==> config.mk <==
export PLATFORM = sky130hd
export DESIGN_NAME = tpcd_pattern_gen
export DESIGN_NICKNAME = d
export VERILOG_FILES = /design/src/rtl/tpcd_pattern_gen.sv
export SDC_FILE = /design/constraint.sdc
export NUM_CORES = 1
export LEC_CHECK = 0
export CORE_MARGIN = 2
export CORE_UTILIZATION = 48
export DETAILED_ROUTE_END_ITERATION = 12
export PLACE_DENSITY_LB_ADDON = 0.08
export SLEW_MARGIN = 20
export SYNTH_ARGS = -nofsm -noshare
export SYNTH_HDL_FRONTEND = slang
export SYNTH_SLANG_ARGS = --single-unit
==> constraint.sdc <==
create_clock -name clk -period 2 [get_ports clk]
set_input_delay 0.2 -clock clk [delete_from_list [all_inputs] [get_ports clk]]
set_output_delay 0.2 -clock clk [all_outputs]
set_load 0.05 [all_outputs]
==> src/rtl/tpcd_pattern_gen.sv <==
// Dartboard stimulus generator: a 16-beat score stream, a 2-cycle gap, then N dart beats from a Fibonacci LFSR.
// Optional TPCD_GEN_RESP_WAIT_EN adds a bounded wait for the downstream result before signalling done.
module tpcd_pattern_gen (
   input  logic        clk,
   input  logic        rst_n,
   input  logic        start,
   input  logic [15:0] seed,
   input  logic [3:0]  num_darts,
   input  logic        out_valid,
   input  logic [6:0]  out_sum,
   output logic        in_valid_1,
   output logic [2:0]  in_score,
   output logic        in_valid_2,
   output logic [3:0]  in_dart,
   output logic [2:0]  in_rotation,
   output logic        rotate_flag,
   output logic        busy,
   output logic        done,
   output logic        timeout,
   output logic [6:0]  result
);

   localparam logic [2:0]  ST_IDLE  = 3'd0;
   localparam logic [2:0]  ST_SCORE = 3'd1;
   localparam logic [2:0]  ST_GAP   = 3'd2;
   localparam logic [2:0]  ST_DART  = 3'd3;
   localparam logic [2:0]  ST_WAIT  = 3'd4;
   localparam logic [2:0]  ST_FIN   = 3'd5;

   localparam logic [15:0] LFSR_DEFAULT = 16'hACE1;
   localparam logic [3:0]  SCORE_LAST   = 4'd15;
   localparam logic [3:0]  GAP_LAST     = 4'd1;

   logic [2:0]  state_q, state_d;
   logic [15:0] lfsr_q, lfsr_d;
   logic [15:0] lfsr_step;
   logic [3:0]  cnt_q, cnt_d;
   logic [3:0]  darts_q, darts_d;
   logic        timeout_q, timeout_d;
   logic [6:0]  result_q, result_d;

   logic        in_valid_1_q, in_valid_1_d;
   logic [2:0]  in_score_q, in_score_d;
   logic        in_valid_2_q, in_valid_2_d;
   logic [3:0]  in_dart_q, in_dart_d;
   logic [2:0]  in_rotation_q, in_rotation_d;
   logic        rotate_flag_q, rotate_flag_d;
   logic        busy_q, busy_d;
   logic        done_q, done_d;

`ifdef TPCD_GEN_RESP_WAIT_EN
   localparam logic [7:0]  WAIT_LAST = 8'd254;
   logic [7:0]  wait_q, wait_d;
`else
   logic        unused_resp;
   assign unused_resp = ^{out_valid, out_sum};
`endif

   assign lfsr_step = {lfsr_q[14:0], lfsr_q[15] ^ lfsr_q[13] ^ lfsr_q[12] ^ lfsr_q[10]};

   always_comb begin
      state_d   = state_q;
      lfsr_d    = lfsr_q;
      cnt_d     = cnt_q;
      darts_d   = darts_q;
      timeout_d = timeout_q;
      result_d  = result_q;
`ifdef TPCD_GEN_RESP_WAIT_EN
      wait_d    = wait_q;
`endif
      // Every SCORE/DART cycle is a valid beat, so the LFSR steps exactly once per beat.
      if ((state_q == ST_SCORE) || (state_q == ST_DART)) begin
         lfsr_d = lfsr_step;
      end
      case (state_q)
         ST_IDLE: begin
            if (start) begin
               state_d   = ST_SCORE;
               lfsr_d    = (seed == 16'd0) ? LFSR_DEFAULT : seed;
               darts_d   = (num_darts == 4'd0) ? 4'd1 : num_darts;
               cnt_d     = 4'd0;
               timeout_d = 1'b0;
               result_d  = 7'd0;
            end
         end
         ST_SCORE: begin
            if (cnt_q == SCORE_LAST) begin
               state_d = ST_GAP;
               cnt_d   = 4'd0;
            end else begin
               cnt_d = cnt_q + 4'd1;
            end
         end
         ST_GAP: begin
            if (cnt_q == GAP_LAST) begin
               state_d = ST_DART;
               cnt_d   = 4'd0;
            end else begin
               cnt_d = cnt_q + 4'd1;
            end
         end
         ST_DART: begin
            if (cnt_q == (darts_q - 4'd1)) begin
               cnt_d = 4'd0;
`ifdef TPCD_GEN_RESP_WAIT_EN
               state_d = ST_WAIT;
               wait_d  = 8'd0;
`else
               state_d = ST_FIN;
`endif
            end else begin
               cnt_d = cnt_q + 4'd1;
            end
         end
         ST_WAIT: begin
`ifdef TPCD_GEN_RESP_WAIT_EN
            // A response on the final wait cycle wins over the timeout.
            if (out_valid) begin
               result_d  = out_sum;
               timeout_d = 1'b0;
               state_d   = ST_FIN;
            end else if (wait_q == WAIT_LAST) begin
               result_d  = 7'd0;
               timeout_d = 1'b1;
               state_d   = ST_FIN;
            end else begin
               wait_d = wait_q + 8'd1;
            end
`else
            state_d = ST_FIN;
`endif
         end
         ST_FIN: begin
            state_d = ST_IDLE;
         end
         default: begin
            state_d = ST_IDLE;
         end
      endcase
   end

   // Outputs are registered from the next state so each beat carries the LFSR value it is issued with.
   always_comb begin
      in_valid_1_d  = (state_d == ST_SCORE);
      in_valid_2_d  = (state_d == ST_DART);
      in_score_d    = in_valid_1_d ? lfsr_d[2:0] : 3'd0;
      in_dart_d     = in_valid_2_d ? lfsr_d[3:0] : 4'd0;
      in_rotation_d = in_valid_2_d ? lfsr_d[6:4] : 3'd0;
      rotate_flag_d = in_valid_2_d ? lfsr_d[7]   : 1'b0;
      busy_d        = (state_d != ST_IDLE);
      done_d        = (state_d == ST_FIN);
   end

   always_ff @(posedge clk or negedge rst_n) begin
      if (!rst_n) begin
         state_q   <= ST_IDLE;
         lfsr_q    <= 16'd0;
         cnt_q     <= 4'd0;
         darts_q   <= 4'd0;
         timeout_q <= 1'b0;
         result_q  <= 7'd0;
      end else begin
         state_q   <= state_d;
         lfsr_q    <= lfsr_d;
         cnt_q     <= cnt_d;
         darts_q   <= darts_d;
         timeout_q <= timeout_d;
         result_q  <= result_d;
      end
   end

`ifdef TPCD_GEN_RESP_WAIT_EN
   always_ff @(posedge clk or negedge rst_n) begin
      if (!rst_n) begin
         wait_q <= 8'd0;
      end else begin
         wait_q <= wait_d;
      end
   end
`endif

   always_ff @(posedge clk or negedge rst_n) begin
      if (!rst_n) begin
         in_valid_1_q  <= 1'b0;
         in_score_q    <= 3'd0;
         in_valid_2_q  <= 1'b0;
         in_dart_q     <= 4'd0;
         in_rotation_q <= 3'd0;
         rotate_flag_q <= 1'b0;
         busy_q        <= 1'b0;
         done_q        <= 1'b0;
      end else begin
         in_valid_1_q  <= in_valid_1_d;
         in_score_q    <= in_score_d;
         in_valid_2_q  <= in_valid_2_d;
         in_dart_q     <= in_dart_d;
         in_rotation_q <= in_rotation_d;
         rotate_flag_q <= rotate_flag_d;
         busy_q        <= busy_d;
         done_q        <= done_d;
      end
   end

   assign in_valid_1  = in_valid_1_q;
   assign in_score    = in_score_q;
   assign in_valid_2  = in_valid_2_q;
   assign in_dart     = in_dart_q;
   assign in_rotation = in_rotation_q;
   assign rotate_flag = rotate_flag_q;
   assign busy        = busy_q;
   assign done        = done_q;
   assign timeout     = timeout_q;
   assign result      = result_q;

endmodule
==> metrics.cfg, run 1 <==
[synthesis]
synth_edf_count = 0
synth.avg_cell_area_um2 = 9.387
ys_warn_count = 0
ys_types = 37
synth_mux_area_share_pct = 2.413
synth_xor_area_share_pct = 4.162
synth-seq-cells = 42
synth-simple-area-share_pct = 19.42
synthAdderAreaFrac_pct = 1.809
synth_cells = 221
netlist_top_cells_count = dfrtp_1, nand2_1, nor2_1
synth_compound_area_share_pct = 14.11
yosys.area.top_type = dfrtp_1
synth_top_family_by_area = simple AND/OR/NAND/NOR gates
post-synth-top-count-cell = dfrtp_1
ys_top_cells_by_area = dfrtp_1, nand2_1, nor2_1
synth-seq-area-share_pct = 50.66
synth_flop_cell = dfrtp_1
syn-cell-area_um2 = 2074
async_flop_share_pct = 100.0
synth_top_area_share_pct = 50.66

[clocking]
htreeDepth = 2
root_buffer = clkbuf_8
insertion_delay_ps = 300
cts_inserted_buffers = 5
cts_tree = done
cts_num_sinks = 42
clk_pin_slew_ps = 80
ctsLongestPathBuffers = 2

[global_route]
grt_pass1_vias = 1601
grt_pass1_wl_mm = 7.258
grt_usage_pct = 18.70
grt_max_degree = 23
globalRoute.totalOverflow = 0
antenna_found_initial = 0

[power]
p_per_area_nw_per_um2 = 1720
switchingPower_uw = 1985
power_leakage_uw = 0.001180
peakVddDrop_mv = 0.7059
seqPwrFrac_pct = 32.7
clkPwrFrac_pct = 12.4
totalPowerFinal_uw = 4481
swShare_pct = 44.29
intPower_uw = 2496
combPwrFrac_pct = 54.9

[cells_and_area]
area.sequential_um2 = 1051
multiInputGateArea_um2 = 899.6
fin_cells = 315
nFillCells = 356
final_nets = 298
diodes = 0
layout-drive-gt1-share_pct = 9.434
areaGrowthSynthToFinish_pct = 25.57

[floorplan]
chipHeight_um = 69.74
io_pins = 54
initial_utilization_pct = 50.77
row_count = 23
dieWidth_um = 69.74
core-area_um2 = 4086
die-area_um2 = 4864

[setup_path]
worstPathCellList = inv_1 -> ha_1 -> xor3_2 -> nor3_2 -> and3_1 -> nand3b_4 -> nor2_1
critPathBufInv = 1
cp-end-kind = flip-flop
worstSetupPathType = reg -> reg
critPathArrivalTime_ps = 2060
slowest_delay_ps = 390
cp_slowest_cell = dfrtp_1
cpLargestDelayFamily = simple AND/OR/NAND/NOR gates
worst-path-max-fanout = 9
crit_cells = 7
rr_endpoint = in_dart[1]$_DFF_PN0_
crit_required_ps = 2170
r2r_setup_slack_ps = 120
r2r_start = darts_q[0]$_DFFE_PN0P_
critPathLaunch = darts_q[0]$_DFFE_PN0P_
reg2regPathDepth = 7
critPathLaunchType = flip-flop

[route]
vias = 1641
drtPass1Iterations = 4
ant_nets = 0
postRouteWirelength_mm = 4.051
drt-wirelength-per-cell_um = 12.86
via_per_inst = 5.210
drtIter0Drc = 116
drcViolationCount = 0

[placed_design]
port_buffers = 37
placedCellCount = 306
pre_cts_slack_ps = 128.7
gp_congestion = 0.8310
hpwl_mm = 3.041

[hold_path]
hold_path_class = in -> async

[flow_run]
drv_cap = 0

[sta]
worst_slew_pin_slew_ps = 519.1
rsz0062_at_grt = no
setup_viol = 0
setup-tns-final_ps = 0
period_needed_ps = 1884
setup_slack_ps = 115.7
hold_violations = 0
fin_crit_sh_pct = 94.22
clock.fmax_ghz = 0.5307
relSlewSlack_pct = 65.39
final.setup_skew_ps = 8.078
drv_slew = 0

[run_status]
status = completed

-- through the flow --
stage	cell area (um^2)	util [%]	hold WS, ps
floorplan	2101	-	-95.59
global placement	2504	61.27	198.7
detailed placement	2504	61.27	198.6
CTS	2605	63.75	410.0
global route	2605	63.75	457.8
finish	2605	63.75	411.0
-- flip-flops by register name, summed over array words and instances, names as in the netlist --
signal / count
busy: 1
cnt_q: 4
darts_q: 4
done: 1
in_dart: 4
in_rotation: 3
in_score: 3
in_valid_1: 1
in_valid_2: 1
lfsr_q: 16
rotate_flag: 1
state_q: 3
-- power groups by stage --
stage,clock [uW],sequential [uW],combinational [uW]
4_1_cts,577,1470,2470
3_5_place_dp,0,1480,2460
2_1_floorplan,0,1820,1480
6_report,557,1470,2460
5_1_grt,616,1520,2710
3_3_place_gp,0,1470,2430
-- worst max-delay path by stage --
stage                                    end  slack (ps)
floorplan           in_rotation[1]$_DFF_PN0_         320
global placement    in_rotation[2]$_DFF_PN0_         170
detailed placement      in_dart[1]$_DFF_PN0_         130
CTS                     in_dart[1]$_DFF_PN0_         120
global route            cnt_q[3]$_DFFE_PN0P_           8
finish                  in_dart[1]$_DFF_PN0_         120
-- layout make-up --
class	count	area share (%)
Clock buffer	7	3.314
Timing Repair Buffer	48	17.77
Clock inverter	1	0.1921
Multi-Input combinational cell	157	34.53
Sequential cell	42	40.35
Tap cell	50	2.402
Inverter	10	1.441
-- cells in the final DEF (no fill, tap or decap), types with 2 or more instances in the layout --
master and n:
a31oi_1 11, o21ai_0 10, xnor2_1 6, ha_1 3
clkdlybuf4s50_1 36, nand3_1 3, a21oi_1 12, dfrtp_1 42
a211oi_2 3, buf_4 9, nor4_1 4, a211oi_1 2
nor2_1 26, conb_1 8, nor2b_1 4, clkbuf_8 6
nor3_1 4, mux2i_1 5, inv_1 10, o22ai_1 2
nand2_1 38
-- worst register-to-register path, stage by stage (launching register included) --
cell      delay, ps
dfrtp_1         390
inv_1            70
ha_1            210
xor3_2          390
nor3_2          200
and3_1          220
nand3b_4        210
nor2_1           70
-- per-layer routing --
layer,track usage [%],share of wire (%),vias up
met5,0,0,-
met4,7.692,1.7,0
met1,25.56,48,768
met3,4.797,4.5,8
li1,-,-,823
met2,28.42,46,42
-- cells by family (layout without fill, tap and decap cells) --
kind of cell	after synthesis	in the layout
multiplexers	5	5
AO/OA/AOI/OAI	46	46
other	1	8
AND/OR/NAND/NOR	87	87
XOR/XNOR	8	8
flip-flops	42	42
buffers and inverters	29	66
adder cells (fa/ha/maj)	3	3
-- repair_timing --
item / CTS / global route
buffers inserted: 0 / 0
hold endpoints to repair: 21 / 0
resized for setup: 0 / 0
hold buffers: 1 / 0
setup endpoints to repair: 0 / 1
(Power assumes the default switching activity.)
==> run 2: changes to the inputs <==
Settings changed: CORE_UTILIZATION 48 to 60, DONT_BUFFER_PORTS set to 1.
==> run 2 against run 1 <==
  * Clock power fell by 4.3%
  * Via count shrank 2.7%
  * First-iteration DRC count fell by 5.2%
  * Routed wire length grew 6.6%
  * Combinational power down 25%
  * Highest routed layer unchanged
  * Sequential power is 30% higher
  * Maximum frequency rose by 1.5%
  * Setup slack better by 28 ps
  * Sequential cell count did not move
  * Sequential share of layout area rose by 4.8 points
  * Largest cell class unchanged
  * Die area is 19% lower
==> metrics.cfg, run 2 (synthesis results as in run 1) <==
[setup_path]
critPathArrivalTime_ps = 2100  ; +40 ps
r2r_setup_slack_ps = 140  ; +30 ps
critPathLaunch = darts_q[0]$_DFFE_PN0P_
crit_required_ps = 2250  ; +80 ps
worst-path-max-fanout = 9  ; unchanged
critPathLaunchType = flip-flop
r2r_start = darts_q[0]$_DFFE_PN0P_
worstSetupPathType = reg -> reg
cp-end-kind = flip-flop

[placed_design]
port_buffers = 0  ; -100%
gp_congestion = 0.8709  ; +4.8%
pre_cts_slack_ps = 136.2  ; +7.563 ps
placedCellCount = 262  ; -14%
hpwl_mm = 3.064  ; +0.74%

[cells_and_area]
most-common-layout-cells = dfrtp_1, nand2_1, nor2_1
areaGrowthSynthToFinish_pct = 12.18
largest_register_ffs = 16  ; unchanged
fin_cells = 283  ; -10%
final_common_cell = dfrtp_1
nFillCells = 275  ; -23%
diodes = 0  ; unchanged
final_util_pct = 69.74  ; +6.0 points
top_register = lfsr_q
final_nets = 270  ; -9.4%
layout-drive-gt1-share_pct = 9.283  ; -0.15 points

[clocking]
cts_tree = done
insertion_delay_ps = 350  ; +50 ps
cts_setup_buffers = 0  ; unchanged
ctsLongestPathBuffers = 2  ; unchanged
htreeDepth = 2  ; unchanged
cts_inserted_buffers = 5  ; unchanged
root_buffer = clkbuf_4
clk_pin_slew_ps = 120  ; +40 ps
cts_num_sinks = 42  ; unchanged

[sta]
fin_crit_sh_pct = 92.82  ; -1.4 points
hold_violations = 0  ; unchanged
period_needed_ps = 1856  ; -27.99 ps
drv_slew = 0  ; unchanged
rsz0062_at_grt = no
setup_slack_ps = 143.7  ; +27.99 ps
setup-tns-final_ps = 0  ; unchanged
clock.fmax_ghz = 0.5387  ; +1.5%
setup_viol = 0  ; unchanged
final.setup_skew_ps = 8.870  ; +0.7921 ps

[floorplan]
row_count = 21  ; -8.7%
chipHeight_um = 62.80  ; -10%
initial_utilization_pct = 62.17  ; +11 points
dieWidth_um = 62.80  ; -10%
die-area_um2 = 3944  ; -19%
core-area_um2 = 3337  ; -18%
io_pins = 54  ; unchanged

[power]
peakVddDrop_mv = 0.8310  ; +18%
p_per_area_nw_per_um2 = 1846  ; +7.3%
power_leakage_uw = 0.001076  ; -8.8%

[run_status]
status = completed

[hold_path]
worstHoldStart = seed[4]
hold_path_class = in -> reg

[route]
postRouteWirelength_mm = 4.317  ; +6.6%
vias = 1596  ; -2.7%
drt-wirelength-per-cell_um = 15.25  ; +19%
drcViolationCount = 0  ; unchanged
via_per_inst = 5.640  ; +8.3%
drtIter0Drc = 110  ; -5.2%
drtPass1Iterations = 4  ; unchanged
ant_nets = 0  ; unchanged

[global_route]
grt_pass1_vias = 1520  ; -5.1%
grt_pass1_wl_mm = 7.182  ; -1.0%
antenna_found_initial = 0  ; unchanged
grt_usage_pct = 23.98  ; +5.3 points
globalRoute.totalOverflow = 0  ; unchanged
grt_max_degree = 43  ; +87%

[flow_run]
drv_cap = 0  ; unchanged

## run 2: cell count changes in the layout (fill, tap and decap cells not counted)
cell | previous run | this run
xnor2_2 | 0 | 1
buf_4 | 9 | 7
clkbuf_8 | 6 | 0
clkbuf_4 | 0 | 5
buf_2 | 1 | 0
dlygate4sd3_1 | 1 | 12
nor3_2 | 1 | 0
nor3_4 | 0 | 1
bufinv_16 | 0 | 1
clkbuf_1 | 1 | 2
xnor2_1 | 6 | 5
clkinv_2 | 1 | 0
clkdlybuf4s50_1 | 36 | 0
## run 2: where the power goes
group / internal (uW) / leakage (uW) / switching [uW]
logic: 793 / 0.000512 / 1060
clock network: 265 / 0.0000395 / 268
registers: 1230 / 0.000524 / 683
total: 2290 / 0.00108 / 2010
## run 2: path summary, 6_finish.rpt
| path | endpoint | cells after the start |
|---|---|---|
| setup / recovery | in_rotation[0]$_DFF_PN0_ | 7 |
| hold / removal | lfsr_q[4]$_DFF_PN0_ | 2 |
| setup reg to reg | in_rotation[0]$_DFF_PN0_ | 7 |
| hold reg to reg | darts_q[3]$_DFFE_PN0P_ | 2 |
| max in group asynchronous | cnt_q[1]$_DFFE_PN0P_ | 2 |
| min in group asynchronous | lfsr_q[11]$_DFF_PN0_ | 2 |
## run 2: cell type report
| class | count | area [um^2] | area share [%] |
|---|---|---|---|
| Clock buffer | 7 | 45.04 | 1.935 |
| Clock inverter | 1 | 30.03 | 1.290 |
| Inverter | 10 | 37.54 | 1.613 |
| Multi-Input combinational cell | 157 | 913.4 | 39.25 |
| Sequential cell | 42 | 1051 | 45.16 |
| Tap cell | 46 | 57.56 | 2.473 |
| Timing Repair Buffer | 20 | 192.7 | 8.280 |
## run 2: repair_timing
| action | in CTS | in global routing |
|---|---|---|
| setup endpoints to repair | 0 | 1 |
| gates resized for setup | 0 | 2 |
| endpoints found under the hold margin | 52 | 1 |
| hold buffers | 12 | 1 |
## run 2: metrics by stage
step	area, um^2	total power (uW)	hold WS (ps)
floorplan	2101	3302	-95.59
global placement	2098	3587	-94.70
detailed placement	2098	3672	-94.44
CTS	2303	4242	2.664
global route	2327	4625	9.600
finish	2327	4297	13.78
## run 2: layer usage
layer | routed length (um) | vias up | track usage (%) | part of all wire (%)
li1 | - | 769 | - | -
met1 | 1794 | 774 | 28.43 | 42
met2 | 2233 | 47 | 41.53 | 52
met3 | 221 | 6 | 6.847 | 5.1
met4 | 68 | 0 | 8.611 | 1.6
met5 | 0 | - | 0 | 0
## run 2: worst max-delay path, stage by stage, from the launching register on
cell	delay (ps)
dfrtp_1	400
inv_1	70
ha_1	210
xor3_2	410
nor3_4	160
and3_1	200
nand3b_4	210
nor2b_1	80
==> run 3: changes to the inputs <==
Settings changed: CORE_MARGIN 2 to not set, CORE_UTILIZATION 60 to 62.
==> run 3 against run 2 <==
  * Critical path depth stayed put
  * Non-clock buffer count is 1 lower
  * Global-route usage is 2.7 points higher
  * Register-to-register slack worse by 20 ps
  * Power is 2.0% lower
  * Via count is 0.81% higher
  * Critical endpoint is now rotate_flag$_DFF_PN0_
  * Largest cell class unchanged
==> metrics.cfg, run 3 (synthesis results as in run 1) <==
[run_status]
status = completed

[clocking]
cts_num_sinks = 42  ; unchanged
clk_pin_slew_ps = 120  ; about the same
cts_tree = done
insertion_delay_ps = 360  ; about the same
ctsLongestPathBuffers = 2  ; unchanged
cts_inserted_buffers = 5  ; unchanged
root_buffer = clkbuf_4
htreeDepth = 2  ; unchanged

[sta]
period_needed_ps = 1879  ; +23.11 ps
hold_violations = 0  ; unchanged
setup_viol = 0  ; unchanged
drv_slew = 0  ; unchanged
clock.fmax_ghz = 0.5321  ; -1.2%
final.setup_skew_ps = 11.33  ; +2.457 ps
rsz0062_at_grt = no
fin_crit_sh_pct = 93.97  ; +1.2 points
setup-tns-final_ps = 0  ; unchanged

[route]
postRouteWirelength_mm = 4.229  ; -2.0%
drt-wirelength-per-cell_um = 15.10  ; -0.99%
drtPass1Iterations = 4  ; unchanged
via_per_inst = 5.746  ; +1.9%
drtIter0Drc = 140  ; +27%
drcViolationCount = 0  ; unchanged
ant_nets = 0  ; unchanged
vias = 1609  ; +0.81%

[global_route]
globalRoute.totalOverflow = 0  ; unchanged
grt_pass1_vias = 1485  ; -2.3%
grt_usage_pct = 26.67  ; +2.7 points
antenna_found_initial = 0  ; unchanged
grt_pass1_wl_mm = 6.851  ; -4.6%
grt_max_degree = 43  ; unchanged

[setup_path]
critPathArrivalTime_ps = 2150  ; +50 ps
r2r_start = darts_q[0]$_DFFE_PN0P_
worstSetupPathType = reg -> reg
reg2regPathDepth = 7  ; unchanged
worst-path-max-fanout = 9  ; unchanged
crit_required_ps = 2270  ; +20 ps
cp-end-kind = flip-flop
r2r_setup_slack_ps = 120  ; -20 ps
critPathLaunchType = flip-flop
rr_endpoint = rotate_flag$_DFF_PN0_
critPathLaunch = darts_q[0]$_DFFE_PN0P_

[cells_and_area]
nFillCells = 241  ; -12%
largest_register_ffs = 16  ; unchanged
multiInputGateArea_um2 = 913.4  ; unchanged
areaGrowthSynthToFinish_pct = 11.16
stdcell_area_um2 = 2306  ; -0.91%
top_register = lfsr_q
most-common-layout-cells = dfrtp_1, nand2_1, nor2_1
final_nets = 269  ; -0.37%
final_common_cell = dfrtp_1
layout-drive-gt1-share_pct = 9.746  ; +0.46 points
diodes = 0  ; unchanged
area.sequential_um2 = 1051  ; unchanged

[floorplan]
io_pins = 54  ; unchanged
die-area_um2 = 3581  ; -9.2%
row_count = 20  ; -4.8%
initial_utilization_pct = 66.85  ; +4.7 points
dieWidth_um = 59.85  ; -4.7%
core-area_um2 = 3103  ; -7.0%
chipHeight_um = 59.85  ; -4.7%

[power]
peakVddDrop_mv = 1.069  ; +29%
power_leakage_uw = 0.001065  ; -0.99%
p_per_area_nw_per_um2 = 1827  ; -1.1%
totalPowerFinal_uw = 4213  ; -2.0%

[flow_run]
drv_cap = 0  ; unchanged

[placed_design]
hpwl_mm = 2.898  ; -5.4%
port_buffers = 0  ; unchanged
gp_congestion = 0.8707  ; about the same
placed_cell_area_um2 = 2088  ; -0.48%

[hold_path]
worstHoldStart = seed[4]
hold_depth = 2  ; unchanged
worstHoldEndpoint = lfsr_q[4]$_DFF_PN0_
hold_path_class = in -> reg

[run 3: where the power goes]
group          total [uW]  internal [uW]  switching [uW]
Sequential           1930           1230             697
Combinational        1850            788            1060
Clock                 441            169             272
Total                4210           2190            2030
[run 3: timing repair]
| item | in CTS | in global routing |
|---|---|---|
| gates resized for setup | 0 | 3 |
| hold endpoints to repair | 53 | 0 |
| setup buffers | 0 | 0 |
| endpoints found under the setup margin | 0 | 6 |
| hold buffers | 13 | 0 |
[run 3: how the worst max path moves through the flow]
stage	to	slack (ps)
final	rotate_flag$_DFF_PN0_	120
after CTS	rotate_flag$_DFF_PN0_	90
after global routing	rotate_flag$_DFF_PN0_	20
after detailed placement	rotate_flag$_DFF_PN0_	130
after global placement	rotate_flag$_DFF_PN0_	190
after floorplan	in_rotation[1]$_DFF_PN0_	320
[run 3: stage by stage]
step                setup WS, ps  cells  util, %  hold WS (ps)
floorplan                  317.7    228        -        -95.59
global placement           190.3    259    67.30        -94.85
detailed placement         125.1    259    67.30        -94.72
CTS                        85.60    280    73.87         6.302
global route               17.57    280    74.31         16.30
finish                     120.6    280    74.31         22.55
[run 3: layer usage]
metal,wire length [um],GRT usage (%),vias to the layer above
li1,-,-,764
met1,1653,31.25,763
met4,91,8.970,0
met3,330,6.926,11
met5,0,0,-
met2,2154,47.14,71
[run 3: cell type report]
cell class,instances,area share (%)
Clock inverter,2,0.5426
Multi-Input combinational cell,157,39.61
Timing Repair Buffer,19,8.030
Clock buffer,6,2.225
Sequential cell,42,45.58
Tap cell,44,2.387
Inverter,10,1.628
[run 3: critical path, cell delays in order, from the launching register on]
cell and delay (ps):
dfrtp_1 400, inv_1 70, ha_1 320, xnor2_2 220, nor3_4 80, and3_1 210
nand3b_4 230, a211oi_2 260
